`config.mk`:
```
export PLATFORM = sky130hd
export DESIGN_NAME = gal_fuse_sop_flat
export DESIGN_NICKNAME = d
export VERILOG_FILES = /design/src/rtl/gal_fuse_sop_pkg.sv /design/src/rtl/gal_fuse_sop_if.sv /design/src/rtl/gal_fuse_sop_eval.sv /design/src/rtl/gal_fuse_sop.sv /design/src/flat_wrapper.sv
export SDC_FILE = /design/constraint.sdc
export NUM_CORES = 1
export LEC_CHECK = 0
export CAP_MARGIN = 25
export CELL_PAD_IN_SITES_DETAIL_PLACEMENT = 0
export CELL_PAD_IN_SITES_GLOBAL_PLACEMENT = 1
export CORE_MARGIN = 4
export CORE_UTILIZATION = 45
export CTS_CLUSTER_DIAMETER = 60
export CTS_CLUSTER_SIZE = 24
export DETAILED_ROUTE_END_ITERATION = 7
export GPL_TIMING_DRIVEN = 0
export PLACE_DENSITY_LB_ADDON = 0.25
export SLEW_MARGIN = 0
export SYNTH_ARGS = -nofsm -noshare
export SYNTH_HDL_FRONTEND = slang
export SYNTH_SLANG_ARGS = --single-unit
```
`constraint.sdc`:
```
create_clock -name C -period 6.4 [get_ports C]
set_clock_uncertainty 0.15 [all_clocks]
set_input_delay 1.92 -clock C [delete_from_list [all_inputs] [get_ports C]]
set_output_delay 1.92 -clock C [all_outputs]
set_load 0.005 [all_outputs]
```
`src/rtl/gal_fuse_sop_pkg.sv`:
```
// Shared types for the fuse-loaded GAL output cells: loader states,
// configuration bit count and the table index helper.
package gal_pkg;

    typedef enum logic [1:0] {
        EMPTY,
        LOADING,
        ACTIVE,
        FAULT
    } state_t;

    localparam int CFG_BITS = 2;

    function automatic int fuse_idx(int i, int j, int pol, int width = 8);
        return 2 * width * i + 2 * j + pol;
    endfunction

endpackage

```
`src/rtl/gal_fuse_sop_if.sv`:
```
// Serial fuse stream from a JEDEC player into a loadable cell.
// Master drives START/FD/FV, the cell answers with FR.
interface gal_fuse_sop_if;

    logic START;
    logic FD;
    logic FV;
    logic FR;

    modport master (
        output START,
        output FD,
        output FV,
        input  FR
    );

    modport slave (
        input  START,
        input  FD,
        input  FV,
        output FR
    );

endinterface

```
`src/rtl/gal_fuse_sop_eval.sv`:
```
// Combinational sum-of-products matcher over a loaded fuse table.
// Per input: pol-0 fuse forbids A=1, pol-1 fuse forbids A=0.
module gal_sop_eval
    import gal_pkg::*;
#(
    parameter int WIDTH = 8,
    parameter int DEPTH = 8
) (
    input  logic [WIDTH-1:0]         a,
    input  logic [2*WIDTH*DEPTH-1:0] tbl,
    output logic                     s
);

    logic [DEPTH-1:0] hit;

    for (genvar i = 0; i < DEPTH; i++) begin : g_term
        logic [WIDTH-1:0] ok;
        for (genvar j = 0; j < WIDTH; j++) begin : g_var
            localparam int B0 = fuse_idx(i, j, 0, WIDTH);
            assign ok[j] = !(tbl[B0] && a[j]) && !(tbl[B0+1] && !a[j]);
        end
        assign hit[i] = &ok;
    end

    assign s = |hit;

endmodule

```
`src/rtl/gal_fuse_sop.sv`:
```
// Runtime-loadable GAL output cell: fuse loader, config registers, output stage.
// Build option GAL_FUSE_PARITY_EN appends an even-parity bit to the stream.
module gal_fuse_sop
    import gal_pkg::*;
#(
    parameter int WIDTH = 8,
    parameter int DEPTH = 8
) (
    input  logic             C,
    input  logic             R,
    gal_fuse_sop_if.slave    fs,
    input  logic [WIDTH-1:0] A,
    input  logic             E,
    output logic             Y,
    output logic             YOE,
    output logic             LD,
    output logic             ERR
);

    localparam int NT = 2 * WIDTH * DEPTH;
    localparam int N  = NT + CFG_BITS;
`ifdef GAL_FUSE_PARITY_EN
    localparam int LAST = N;
`else
    localparam int LAST = N - 1;
`endif
    localparam int CW = $clog2(N + 1);

    state_t        st;
    logic [CW-1:0] cnt;
    logic [NT-1:0] tbl;
    logic          rg;
    logic          inv;
    logic          q;
    logic          s;
    logic          f;
    logic          take;
`ifdef GAL_FUSE_PARITY_EN
    logic          par;
`endif

    gal_sop_eval #(
        .WIDTH(WIDTH),
        .DEPTH(DEPTH)
    ) u_eval (
        .a  (A),
        .tbl(tbl),
        .s  (s)
    );

    assign f    = s ^ inv;
    assign take = (st == LOADING) && fs.FV;

    always_ff @(posedge C) begin
        if (R || fs.START) begin
            st  <= R ? EMPTY : LOADING;
            cnt <= '0;
            tbl <= '0;
            rg  <= 1'b0;
            inv <= 1'b0;
            q   <= 1'b0;
`ifdef GAL_FUSE_PARITY_EN
            par <= 1'b0;
`endif
        end else begin
            q <= (st == ACTIVE) ? f : 1'b0;
            if (take) begin
                cnt <= cnt + 1'b1;
                for (int k = 0; k < NT; k++) begin
                    if (cnt == CW'(k))
                        tbl[k] <= fs.FD;
                end
                if (cnt == CW'(NT))
                    rg <= fs.FD;
                if (cnt == CW'(NT + 1))
                    inv <= fs.FD;
`ifdef GAL_FUSE_PARITY_EN
                par <= par ^ fs.FD;
`endif
                if (cnt == CW'(LAST)) begin
                    cnt <= '0;
`ifdef GAL_FUSE_PARITY_EN
                    // Even parity: all N+1 bits must XOR to zero.
                    st <= (par ^ fs.FD) ? FAULT : ACTIVE;
`else
                    st <= ACTIVE;
`endif
                end
            end
        end
    end

    assign fs.FR = (st == LOADING);
    assign LD    = (st == ACTIVE);
    assign YOE   = LD & E;
    assign Y     = LD ? (rg ? q : f) : 1'b0;
`ifdef GAL_FUSE_PARITY_EN
    assign ERR   = (st == FAULT);
`else
    assign ERR   = 1'b0;
`endif

endmodule

```
`src/flat_wrapper.sv`:
```
// flat-port wrapper written by rule: the top's interface ports become plain ports
module gal_fuse_sop_flat import gal_pkg::*;
#(
    parameter int WIDTH = 8,
    parameter int DEPTH = 8
)
  (C, R, A, E, Y, YOE, LD, ERR, fs_START, fs_FD, fs_FV, fs_FR);
  gal_fuse_sop_if fs_i ();
  input  logic C;
  input  logic R;
  input  logic [WIDTH-1:0] A;
  input  logic E;
  output logic Y;
  output logic YOE;
  output logic LD;
  output logic ERR;
  input wire logic [$bits(fs_i.START)-1:0] fs_START;
  input wire logic [$bits(fs_i.FD)-1:0] fs_FD;
  input wire logic [$bits(fs_i.FV)-1:0] fs_FV;
  output wire logic [$bits(fs_i.FR)-1:0] fs_FR;
  assign fs_i.START = fs_START;
  assign fs_i.FD = fs_FD;
  assign fs_i.FV = fs_FV;
  assign fs_FR = fs_i.FR;
  gal_fuse_sop #(.WIDTH(WIDTH), .DEPTH(DEPTH)) u_core (.C(C), .R(R), .fs(fs_i), .A(A), .E(E), .Y(Y), .YOE(YOE), .LD(LD), .ERR(ERR));
endmodule
```
# Word level (Yosys, flattened, before mapping)
# Index checks and enable logic that the tools add are counted.
# totals
regBits	141
inputBits	14
out_inout_bits	5
elab_cells	749
# classes
add_sub_neg	1
n_eq_ne	131
n_mux	7
n_bitwise	3
reduce_logical	474
# ops
cell	count
8-bit by 7-bit == test with 1-bit output, second input constant	64
2-bit AND reduction	131
8-bit by 6-bit == test with 1-bit output, second input constant	32
1-bit logical AND	193
1-bit logical NOT	136
8-bit by 5-bit == test with 1-bit output, second input constant	16
8-bit by 4-bit == test with 1-bit output, second input constant	8
8-bit AND reduction	8
8-bit by 3-bit == test with 1-bit output, second input constant	4
8-bit by 2-bit == test with 1-bit output, second input constant	2
8-bit == test, second input constant	2
8-bit by 1-bit adder with 8-bit output, second input constant	1
8-bit by 1-bit == test with 1-bit output, second input constant	1
8-bit logical NOT	1
8-bit 2-to-1 mux	1
8-bit OR reduction	1
2-bit 2-to-1 mux	3
2-bit nonzero test	2
1-bit 2-to-1 mux	3
2-bit by 1-bit == test with 1-bit output, second input constant	1
2-bit == test, second input constant	1
2-bit OR reduction	1
1-bit bitwise AND	1
1-bit logical OR	1
2 further kinds	2

# Longest topological paths before layout
# depth
ltp_word	9
depth_mapped	7
mapped_depth_nobuf	7

# Hierarchy
# From an unflattened synthesis, not the netlist that was laid out.
# hier_totals
cells_unflattened	777
hier_area_um2	7275.7
# by_module_without_submodules
mod	n_inst	cells_per_inst	area_each_um2	seq_area_each_um2
gal_fuse_sop	1	678	6402.4	2842.7
gal_sop_eval	1	99	873.3	0.0

# Least setup slack after synthesis
# Ideal clock, no wire load.
# synth_timing
path_kind	input to output
startpoint	input A[7]
endpoint	output Y
arrival_time_ns	2.907
t_required_ns	4.330
slack_ns	1.423
cell_stages	7
path_buffers	1
path_cell_list	buf_4 > mux2i_1 > nand4_1 > nor2_1 > nor4_2 > nand4_1 > nand3_1
# synth_via
elab_chain_len	9
elab_cells_between_ends	53
classes_between	mux: 2; bitwise: 1; reduce/logical: 50
# synth_lines
item	line_no	rtl
from (decl)	flat_wrapper.sv:11	input logic [WIDTH-1:0] A;
1-bit logical NOT	gal_fuse_sop_eval.sv:20	assign ok[j] = !(tbl[B0] && a[j]) && !(tbl[B0+1] && !a[j]);
1-bit logical AND	gal_fuse_sop_eval.sv:20	
1-bit logical NOT	gal_fuse_sop_eval.sv:20	
1-bit logical AND	gal_fuse_sop_eval.sv:20	
8-bit AND reduction	gal_fuse_sop_eval.sv:22	assign hit[i] = &ok;
8-bit OR reduction *	gal_fuse_sop_eval.sv:25	assign s = |hit;
1-bit XOR *	gal_fuse_sop.sv:51	assign f = s ^ inv;
1-bit 2-to-1 mux * (2 in a row)	gal_fuse_sop.sv:96	assign Y = LD ? (rg ? q : f) : 1'b0;
to (decl)	flat_wrapper.sv:13	output logic Y;
# Every way passes the cells marked *; elsewhere a longest branch is shown, timed or not.

# Worst setup path in the final report
# layout_timing
startpoint	input A[2]
endpoint	output Y
# Same word-level chain as after synthesis.

==> results by group <==
Status
  – Status: finished, final reports clean

Layout
  – Non-Filler Instances: 1029
  – Filler cell count: 1378
  – Fin nets: 850
  – Layout cell share with drive strength beyond 1: 10.5%
  – Area growth syn-to-layout: 13.0%
  – Core Util, Final: 52.0%

Timing
  – Hold slack final: 0.322 ns
  – Final Cycle Share: 92.1%
  – Setup violators final: 0
  – Final TNS setup: 0 ns
  – Worst-Margin Slew: 0.836 ns
  – Post-layout min period: 5.89 ns
  – Top achievable clock speed: 170 MHz
  – Worst slew margin: 44.2%
  – RSZ-0062 raised after global routing: false
  – Final hold violations: 0
  – Max-slew violations: 0

Floorplanning
  – Core area: 14600 sq um
  – DIE AREA: 16900 sq um
  – Ports: 19
  – Die X: 130 um
  – Starting Density: 46.0%
  – Site row count: 44
  – Die height: 130 um

Logic synthesis
  – Cells after Synth: 803
  – Post-synth net total: 821
  – Top FF cell, synth: dfxtp_1
  – Post-synth EDFFs: 2
  – Area contributors post-synth: dfxtp_1, nand3_1, mux2i_1
  – Area leader, netlist: dfxtp_1
  – Most common cell in the netlist: nand3_1
  – Area of the mapped netlist: 6710 sq um
  – Syn_area_per_cell: 8.36 sq um
  – #FFs+latches synth: 141
  – Post-synth ARST share: 0%
  – Yosys Warn Count: 0
  – Most common library cells after synthesis: nand3_1, dfxtp_1, a21oi_1, o21ai_0, mux2i_1
  – Unique masters post-synth: 38
  – Seq/Total Area, Yosys: 42.3%
  – Top cell type's share of synthesized area: 41.5%

Worst setup path
  – Crit-path slowest cell: nor4_2
  – CP Buf/Inv Count: 2
  – Crit start category: input port
  – CP arrival: 3.82 ns
  – Critical path type: input port to primary output
  – Req. time, crit path: 4.33 ns
  – Worst path top cell family by delay: simple AND/OR/NAND/NOR gates
  – CP Max Fanout: 8
  – Crit path largest cell delay: 0.51 ns
  – CP most frequent cell: nand4_1
  – Crit end category: primary output
  – Cell Chain, Critical Path: buf_4 -> mux2i_1 -> nand4_1 -> nor2_1 -> nor4_2 -> nand4_1 -> nand3_1 -> clkdlybuf4s50_1

Detailed routing
  – Antenna violation net count after detailed routing: 0
  – Detailed Route Iter0 Violations: 873
  – WL/cell: 24.4 um
  – Pre-Repair DR Iteration Count: 5
  – DR vias: 6634
  – Vias per std cell: 6.45
  – WL final: 25100 um
  – Residual DRC: 0

Clock network
  – Maximum buffer depth of the clock tree: 2
  – TritonCTS Buffers: 17
  – CTS Hold Bufs: 0
  – Setup bufs post-CTS: 0
  – CTS root buffer: clkbuf_16
  – Clock Latency Late Sink: 0.43 ns
  – H-tree lvl count: 4
  – CTS resizes: 0
  – CTS tree: built
  – Clock slew seen by the registers of the worst setup and hold paths: 0.06 ns
  – Clock Sinks: 141

Place
  – Port bufs: 8
  – Hpwl dp: 16300 um
  – RD Place Congestion: 0.924
  – Cells after DPL: 997

GRT
  – Gr ovfl total: 0
  – Largest net degree at the start of global routing: 17
  – First-pass GRT wire length: 37100 um
  – Initial antenna violation count: 1
  – Vias in the first global route: 6351
  – Total global-route track usage: 30.2%

Flow run
  – Max-cap violations: 0

Worst hold path
  – Hold WC Path Type: flop to flop

Power
  – Power per cell area: 249 nW/um^2
  – Peak supply drop: 199 uV
  – Leakage power: 2.44 nW
  – Power consumption: 0.00189 W
## through the flow
step                area, sq um  worst slack (ns)
floorplan                  6710              1.42
detailed placement         7050             0.517
global placement           7020             0.545
CTS                        7590             0.508
global route               7590             0.448
finish                     7590             0.507
## path summary, 6_finish.rpt
check | from | endpoint | slack [ns] | cells past startpoint
max reg2reg | u_core.cnt[0]$_SDFFE_PP0P_ | u_core.st[0]$_SDFFCE_PN0P_ | 3.76 | 5
min reg2reg | u_core.tbl[70]$_SDFFE_PP0P_ | u_core.tbl[70]$_SDFFE_PP0P_ | 0.32 | 2
max | A[2] | Y | 0.51 | 8
min | u_core.tbl[70]$_SDFFE_PP0P_ | u_core.tbl[70]$_SDFFE_PP0P_ | 0.32 | 2
## sequential cells by signal, summed over array words and instances, names as in the netlist
| signal | cells |
|---|---|
| u_core.tbl | 128 |
| u_core.rg | 1 |
| u_core.st | 2 |
| u_core.inv | 1 |
| u_core.cnt | 8 |
| u_core.q | 1 |
## layout by cell type, fill, tap and decap left out, types with 7 or more instances in the layout
master,netlist,layout
o21ai_0,126,126
buf_4,14,14
clkdlybuf4s50_1,0,8
clkbuf_1,36,39
a21oi_1,129,129
nor2b_1,9,9
nand2_1,19,19
nor3_4,7,7
nand4_1,21,21
mux2i_1,66,66
buf_2,11,11
nand3_1,144,144
nor2_1,25,25
clkbuf_16,0,17
dfxtp_1,139,139
nor2_2,13,13
## report_power, final
group          total [W]  internal [W]  switching [W]
logic          0.0000868     0.0000258      0.0000610
registers       0.000883      0.000882     0.00000121
clock network   0.000916      0.000541       0.000375
## worst reg2reg max path, stage by stage, from the launching register on
cell and delay, ns:
dfxtp_1 0.42, ha_1 0.33, nand2_1 0.22, nor3_4 0.55, nand2_1 0.18, nand2_1 0.44
## final cells by class
cell class,count,area [sq um],area share [%]
Inverter,3,11.3,0.148
Buffer,63,310,4.09
Clock inverter,6,35.0,0.462
Multi-Input combinational cell,596,3550,46.8
Antenna cell,1,2.50,0.0330
Sequential cell,141,2840,37.5
Clock buffer,25,505,6.66
Tap cell,184,230,3.03
Timing Repair Buffer,10,103,1.35
## kinds of logic after synthesis
| family | share of synthesized area [%] |
|---|---|
| AOI/OAI and AO/OA | 19.4 |
| xor gates and xnor gates | 0.913 |
| adders and majority gates | 0.746 |
| buffers and inverters | 4.79 |
| DFF | 42.3 |
| muxes | 9.84 |
| other | 0.0559 |
| and+or+nand+nor | 21.9 |
## metal layers
metal	GRT usage, %	part of all wire [%]	vias to the layer above
li1	-	-	2978
met1	38.4	41	3204
met2	45.5	45	373
met3	9.91	10	79
met4	16.0	4.1	0
met5	0	0	-
(Power assumes the default switching activity.)
